`src/rtl/apb_pkg.sv`:
```
// Shared APB definitions: bus widths, completer FSM states and the
// command encoding shared with the APB master.
package apb_pkg;

   localparam int APB_ADDR_W = 32;
   localparam int APB_DATA_W = 32;

   localparam logic [1:0] APB_CMD_IDLE  = 2'b00;
   localparam logic [1:0] APB_CMD_READ  = 2'b01;
   localparam logic [1:0] APB_CMD_WRITE = 2'b10;

   typedef enum logic {
      IDLE   = 1'b0,
      ACCESS = 1'b1
   } apb_state_e;

   // Wait counter width: enough bits to hold WAIT_CYCLES, never 0.
   function automatic int cnt_width(input int wait_cycles);
      return (wait_cycles < 1) ? 1 : $clog2(wait_cycles + 1);
   endfunction

endpackage

```
`src/rtl/apb_wait_counter.sv`:
```
// Loadable down-counter with zero flag, used for access-phase wait states.
// Ports: clk, reset (sync, active-low), load_i/load_val_i, dec_i, zero_o.
module apb_wait_counter #(
   parameter int W = 2
) (
   input  logic         clk,
   input  logic         reset,
   input  logic         load_i,
   input  logic [W-1:0] load_val_i,
   input  logic         dec_i,
   output logic         zero_o
);

   logic [W-1:0] cnt_q;
   logic [W-1:0] cnt_d;

   always_comb begin
      cnt_d = cnt_q;
      if (load_i) begin
         cnt_d = load_val_i;
      end else if (dec_i && (cnt_q != '0)) begin
         cnt_d = cnt_q - W'(1);
      end
   end

   always_ff @(posedge clk) begin
      if (!reset) begin
         cnt_q <= '0;
      end else begin
         cnt_q <= cnt_d;
      end
   end

   assign zero_o = (cnt_q == '0);

endmodule

```
`src/rtl/apb_slave_regfile.sv`:
```
// APB completer: NUM_REGS x 32-bit R/W register bank with fixed wait states.
// Ports: clk, reset (sync, active-low), APB psel/penable/paddr/pwrite/pwdata
// inputs; pready/prdata/pslverr outputs.
module apb_slave_regfile
   import apb_pkg::*;
#(
   parameter int unsigned    NUM_REGS    = 16,
   parameter int unsigned    WAIT_CYCLES = 2,
   parameter logic [31:0]    BASE_ADDR   = 32'h0000_0000
) (
   input  logic                  clk,
   input  logic                  reset,
   input  logic                  psel_i,
   input  logic                  penable_i,
   input  logic [APB_ADDR_W-1:0] paddr_i,
   input  logic                  pwrite_i,
   input  logic [APB_DATA_W-1:0] pwdata_i,
   output logic                  pready_o,
   output logic [APB_DATA_W-1:0] prdata_o,
   output logic                  pslverr_o
);

   localparam int IDX_W = $clog2(NUM_REGS);
   localparam int CNT_W = cnt_width(int'(WAIT_CYCLES));
   localparam logic [APB_ADDR_W-1:0] SPAN = APB_ADDR_W'(4 * NUM_REGS);

   apb_state_e state_q, state_d;

   logic [APB_ADDR_W-1:0] addr_q, addr_d;
   logic                  write_q, write_d;
   logic [APB_DATA_W-1:0] wdata_q, wdata_d;
   logic [APB_DATA_W-1:0] regs_q [NUM_REGS];

   logic                  cap;
   logic                  cnt_load;
   logic                  cnt_dec;
   logic                  cnt_zero;
   logic [APB_ADDR_W-1:0] offset;
   logic [IDX_W-1:0]      idx;
   logic                  in_range;
   logic                  wr_en;

   apb_wait_counter #(
      .W (CNT_W)
   ) u_wait (
      .clk        (clk),
      .reset      (reset),
      .load_i     (cnt_load),
      .load_val_i (CNT_W'(WAIT_CYCLES)),
      .dec_i      (cnt_dec),
      .zero_o     (cnt_zero)
   );

   // Decode from the captured address so bus changes mid-access are ignored.
   assign offset   = addr_q - BASE_ADDR;
   assign idx      = offset[2 +: IDX_W];
   assign in_range = (offset[1:0] == 2'b00) && (offset < SPAN);

   assign pready_o = (state_q == ACCESS) && cnt_zero
                     && psel_i && penable_i;
   assign pslverr_o = pready_o && !in_range;
   assign prdata_o  = (pready_o && !write_q && in_range)
                      ? regs_q[idx] : '0;
   assign wr_en     = pready_o && write_q && in_range;

   always_comb begin
      state_d  = state_q;
      cap      = 1'b0;
      cnt_load = 1'b0;
      cnt_dec  = 1'b0;
      unique case (state_q)
         IDLE: begin
            if (psel_i && !penable_i) begin
               state_d  = ACCESS;
               cap      = 1'b1;
               cnt_load = 1'b1;
            end
         end
         ACCESS: begin
            if (!psel_i) begin
               state_d = IDLE;
            end else if (pready_o) begin
               state_d = IDLE;
            end else if (penable_i) begin
               cnt_dec = 1'b1;
            end
         end
         default: state_d = IDLE;
      endcase
   end

   always_comb begin
      addr_d  = addr_q;
      write_d = write_q;
      wdata_d = wdata_q;
      if (cap) begin
         addr_d  = paddr_i;
         write_d = pwrite_i;
         wdata_d = pwdata_i;
      end
   end

   always_ff @(posedge clk) begin
      if (!reset) begin
         state_q <= IDLE;
         addr_q  <= '0;
         write_q <= 1'b0;
         wdata_q <= '0;
      end else begin
         state_q <= state_d;
         addr_q  <= addr_d;
         write_q <= write_d;
         wdata_q <= wdata_d;
      end
   end

   always_ff @(posedge clk) begin
      if (!reset) begin
         for (int i = 0; i < int'(NUM_REGS); i++) begin
            regs_q[i] <= '0;
         end
      end else if (wr_en) begin
         regs_q[idx] <= wdata_q;
      end
   end

endmodule

```
`config.mk`:
```
export PLATFORM = sky130hd
export DESIGN_NAME = apb_slave_regfile
export DESIGN_NICKNAME = d
export VERILOG_FILES = /design/src/rtl/apb_pkg.sv /design/src/rtl/apb_wait_counter.sv /design/src/rtl/apb_slave_regfile.sv
export SDC_FILE = /design/constraint.sdc
export NUM_CORES = 1
export LEC_CHECK = 0
export CAP_MARGIN = 10
export CORE_UTILIZATION = 61
export CTS_CLUSTER_SIZE = 24
export DETAILED_ROUTE_END_ITERATION = 10
export DONT_BUFFER_PORTS = 1
export HOLD_SLACK_MARGIN = 0.06
export PLACE_DENSITY_LB_ADDON = 0.25
export SLEW_MARGIN = 20
export SYNTH_ARGS = -nofsm -noshare
export SYNTH_HDL_FRONTEND = slang
export SYNTH_HIERARCHICAL = 1
export SYNTH_SLANG_ARGS = --single-unit
```
`constraint.sdc`:
```
create_clock -name clk -period 5.4 [get_ports clk]
set_input_delay 0.54 -clock clk [delete_from_list [all_inputs] [get_ports clk]]
set_output_delay 0.54 -clock clk [all_outputs]
set_load 0.01 [all_outputs]
```
==> summary.txt <==
Setup path
  • Req. time, crit path: 4.86 ns
  • Crit path cell chain: nor4_1 > nand4_2 > or4_1 > buf_4 > a21oi_1
  • Max incr delay on CP: just over 0.9 ns
  • Crit Path Class: flip-flop to output pin
  • R2r endpoint: regs_q[13][10]
  • FF-to-FF setup slack: 1.50 ns
  • CP Launch Type: flip-flop
  • Reg-to-Reg Start: addr_q[6]
  • Depth of the worst register-to-register path: 4
  • Setup crit end kind: output pin
  • Crit path DAT: 3.85 ns
  • Crit-path max FO: 32
  • Critical path origin: addr_q[6]
  • Crit-path slowest cell: nand4_2

CTS
  • Root buf cell: clkbuf_16
  • H-tree depth: 2
  • CTS tree: done
  • Total CTS buffers: 58
  • CTS max path bufs: 3
  • Hold-fix buffers, CTS: 52
  • Reg clk slew, reported paths: 0.06 ns
  • Clk sinks: about 600
  • Post-CTS Setup Bufs: 0
  • Worst-Skew Late Latency: 0.62 ns
  • Cells resized by post-CTS repair: 0

Cells and area
  • Share of layout cells above drive strength 1: between 15 and 20%
  • Area grow syn2layout: 10.8%
  • Post-layout util: 68.4%
  • Final net count: 1,821

Floorplan
  • Die W: between 200 and 250 um
  • Initial Util: 61.7%
  • Die area: 43,200 um^2
  • Core area: 41,900 um^2
  • Rows: 75
  • Die Height: 208 um
  • # IOs: roughly 100

Synthesis
  • Register bit total from synthesis: 584
  • Dominant synthesized flop cell: edfxtp_1
  • Avg Cell Area, Syn: 14.6 um^2
  • Post-synthesis adder-cell area fraction: 0.0484%
  • Syn Nets: 1,835
  • Yosys warnings: 6
  • Cells after synthesis: roughly 1,800
  • Asr flop ratio synth: 0%
  • Synth Area in Compound Gates: 4.49%
  • Cell taking the most area after synthesis: edfxtp_1
  • Synth top area share: 59.5%
  • Post-synth EDFFs: 512
  • Main combinational cell family by area after synthesis: simple AND/OR/NAND/NOR gates
  • Register area share after synthesis: 65.1%
  • Area of the mapped netlist: 25,800 um^2
  • Top post-synthesis cells by count: and2_1, edfxtp_1, nand2_1
  • Largest cells by area after synthesis: edfxtp_1, and2_1, mux4_2
  • Top-count cell post-synth: and2_1
  • Portion of netlist area occupied by mux cells: 11.2%
  • Synth Area in Simple Gates: 16.7%
  • Xor-xnor portion of the synthesized cell area: 0.0339%
  • Yosys cell types: 32

Routing
  • Vias: 14,595
  • Total iterations of the first detailed-routing run: 7
  • Wire per inst: 27.6 um
  • Final WL: 64,600 um
  • Final ANT Viol Nets: 0
  • DR vias/cell: 6.23
  • DRC Markers: 0
  • Initial drt markers: 1,716

Timing
  • Fmax: 228 MHz
  • # setup viols final: 0
  • Slew @ Worst Pin: ~1.1 ns
  • Tcrit/Tclk final: 81.2%
  • RSZ-0062 raised after global routing: no
  • Setup TNS: 0 ns
  • Slew headroom: approximately a quarter
  • Final hold vios: 0
  • Final Critical Period: 4.39 ns
  • Clock Skew: roughly 0.028 ns
  • Slew Viols, Final: 0

Global routing
  • GR Util All Layers: 30.6%
  • GRT overflow: 0
  • Largest net degree at the start of global routing: 71
  • Number of global-route vias before repair: 14,718
  • Initial antenna violation count: 2
  • First-pass GRT wire length: 94,800 um

Placement
  • Post-DP HPWL: 38,800 um
  • GPL Wtd Cong: 0.889
  • Port buffer count: 0

Outcome
  • Outcome: completed

Power
  • Leak Pwr: 0.0100 uW
  • Power density cells: roughly 340 nW/um^2
  • VDD IR max: 0.328 mV

Min path
  • Min-delay src: pwdata_i[8]
  • Hold crit path type: primary input to flip-flop
  • Hold Path Stages: 2
  • Worst Hold End: wdata_q[8]

Run
  • Max-cap violations: 0
==> report_power, final <==
part	internal [uW]	switching [uW]
clock network	2260	1670
registers	5050	139
logic	187	310
total	7500	2120
==> metal layers <==
layer  vias to the layer above  wire length [um]  GRT usage (%)
li1                       6416                 -              -
met4                         4              2900           14.2
met2                       694             29200           45.8
met5                         -                27              0
met3                       113              7610           8.65
met1                      7368             24800           42.2
==> critical path, delay by kind of cell, from the launching register on <==
kind	cells	cell delay, ns
DFF	1	0.32
buffers and inverters	1	0.31
AOI/OAI and AO/OA	1	0.35
and+or+nand+nor	3	2.23
==> worst max-delay path by stage <==
| stage | to | depth (start not counted) |
|---|---|---|
| 2_1_floorplan | regs_q[0][0] | 6 |
| 3_3_place_gp | regs_q[1][3] | 5 |
| 3_5_place_dp | regs_q[1][3] | 5 |
| 4_1_cts | prdata_o[4] | 5 |
| 5_1_grt | prdata_o[18] | 5 |
| 6_report | prdata_o[4] | 5 |
==> sequential cells by signal, indices dropped and copies added, names as in the netlist, named ones only <==
signal	cells
addr_q	32
regs_q	512
state_q	1
u_wait/cnt_q	2
wdata_q	32
write_q	1
==> metrics by stage <==
step	total power (uW)	instances	setup slack [ns]	hold WS, ns	area (um^2)
2_1_floorplan	5530	1765	2.52	0.443	25800
3_3_place_gp	5720	2178	1.70	0.452	26200
3_5_place_dp	5740	2178	1.61	0.458	26200
4_1_cts	9640	2339	1.08	0.0601	28600
5_1_grt	9850	2339	0.866	0.0731	28600
6_report	9610	2341	1.01	0.0788	28600
==> cell type report <==
class                   count  area, um^2
inverters                   5        18.8
fillers                  2747       13200
repair buffers             80         756
diodes                      2        5.00
clock buffers              81        1610
clock inverters            28         239
flip-flops and latches    584       16800
multi-input cells        1022        8490
well taps                 539         674
==> cells by family (layout without fill, tap and decap cells) <==
group,Yosys count,after routing
compound gates,166,166
xor+xnor,1,1
fa+ha+maj,1,1
buf+inv,159,194
flops,584,584
mux,128,128
other cells,2,4
simple gates,724,724
==> cell usage in the layout, fill, tap and decap left out, types with 2 or more instances in the layout <==
cell	synthesis	layout
and2_1	514	513
clkbuf_8	0	5
conb_1	2	2
a22oi_1	64	64
bufinv_16	0	4
clkinv_2	0	10
a21oi_1	34	34
clkbuf_1	133	17
diode_2	0	2
buf_4	0	26
nand2b_2	0	16
buf_12	0	2
clkinv_1	0	10
dlygate4sd3_1	0	52
edfxtp_1	512	512
inv_1	5	4
dfxtp_4	0	2
nand4_1	4	4
nand3_1	9	9
clkinvlp_4	0	3
nor2b_1	6	4
nor2_1	6	5
nor4_2	0	7
nand2_1	139	138
clkbuf_16	0	59
mux4_2	128	128
nor4_1	14	7
dfxtp_1	72	70
nor2b_4	1	3
nor4_4	9	9
a21boi_0	65	65
(Power assumes the default switching activity.)
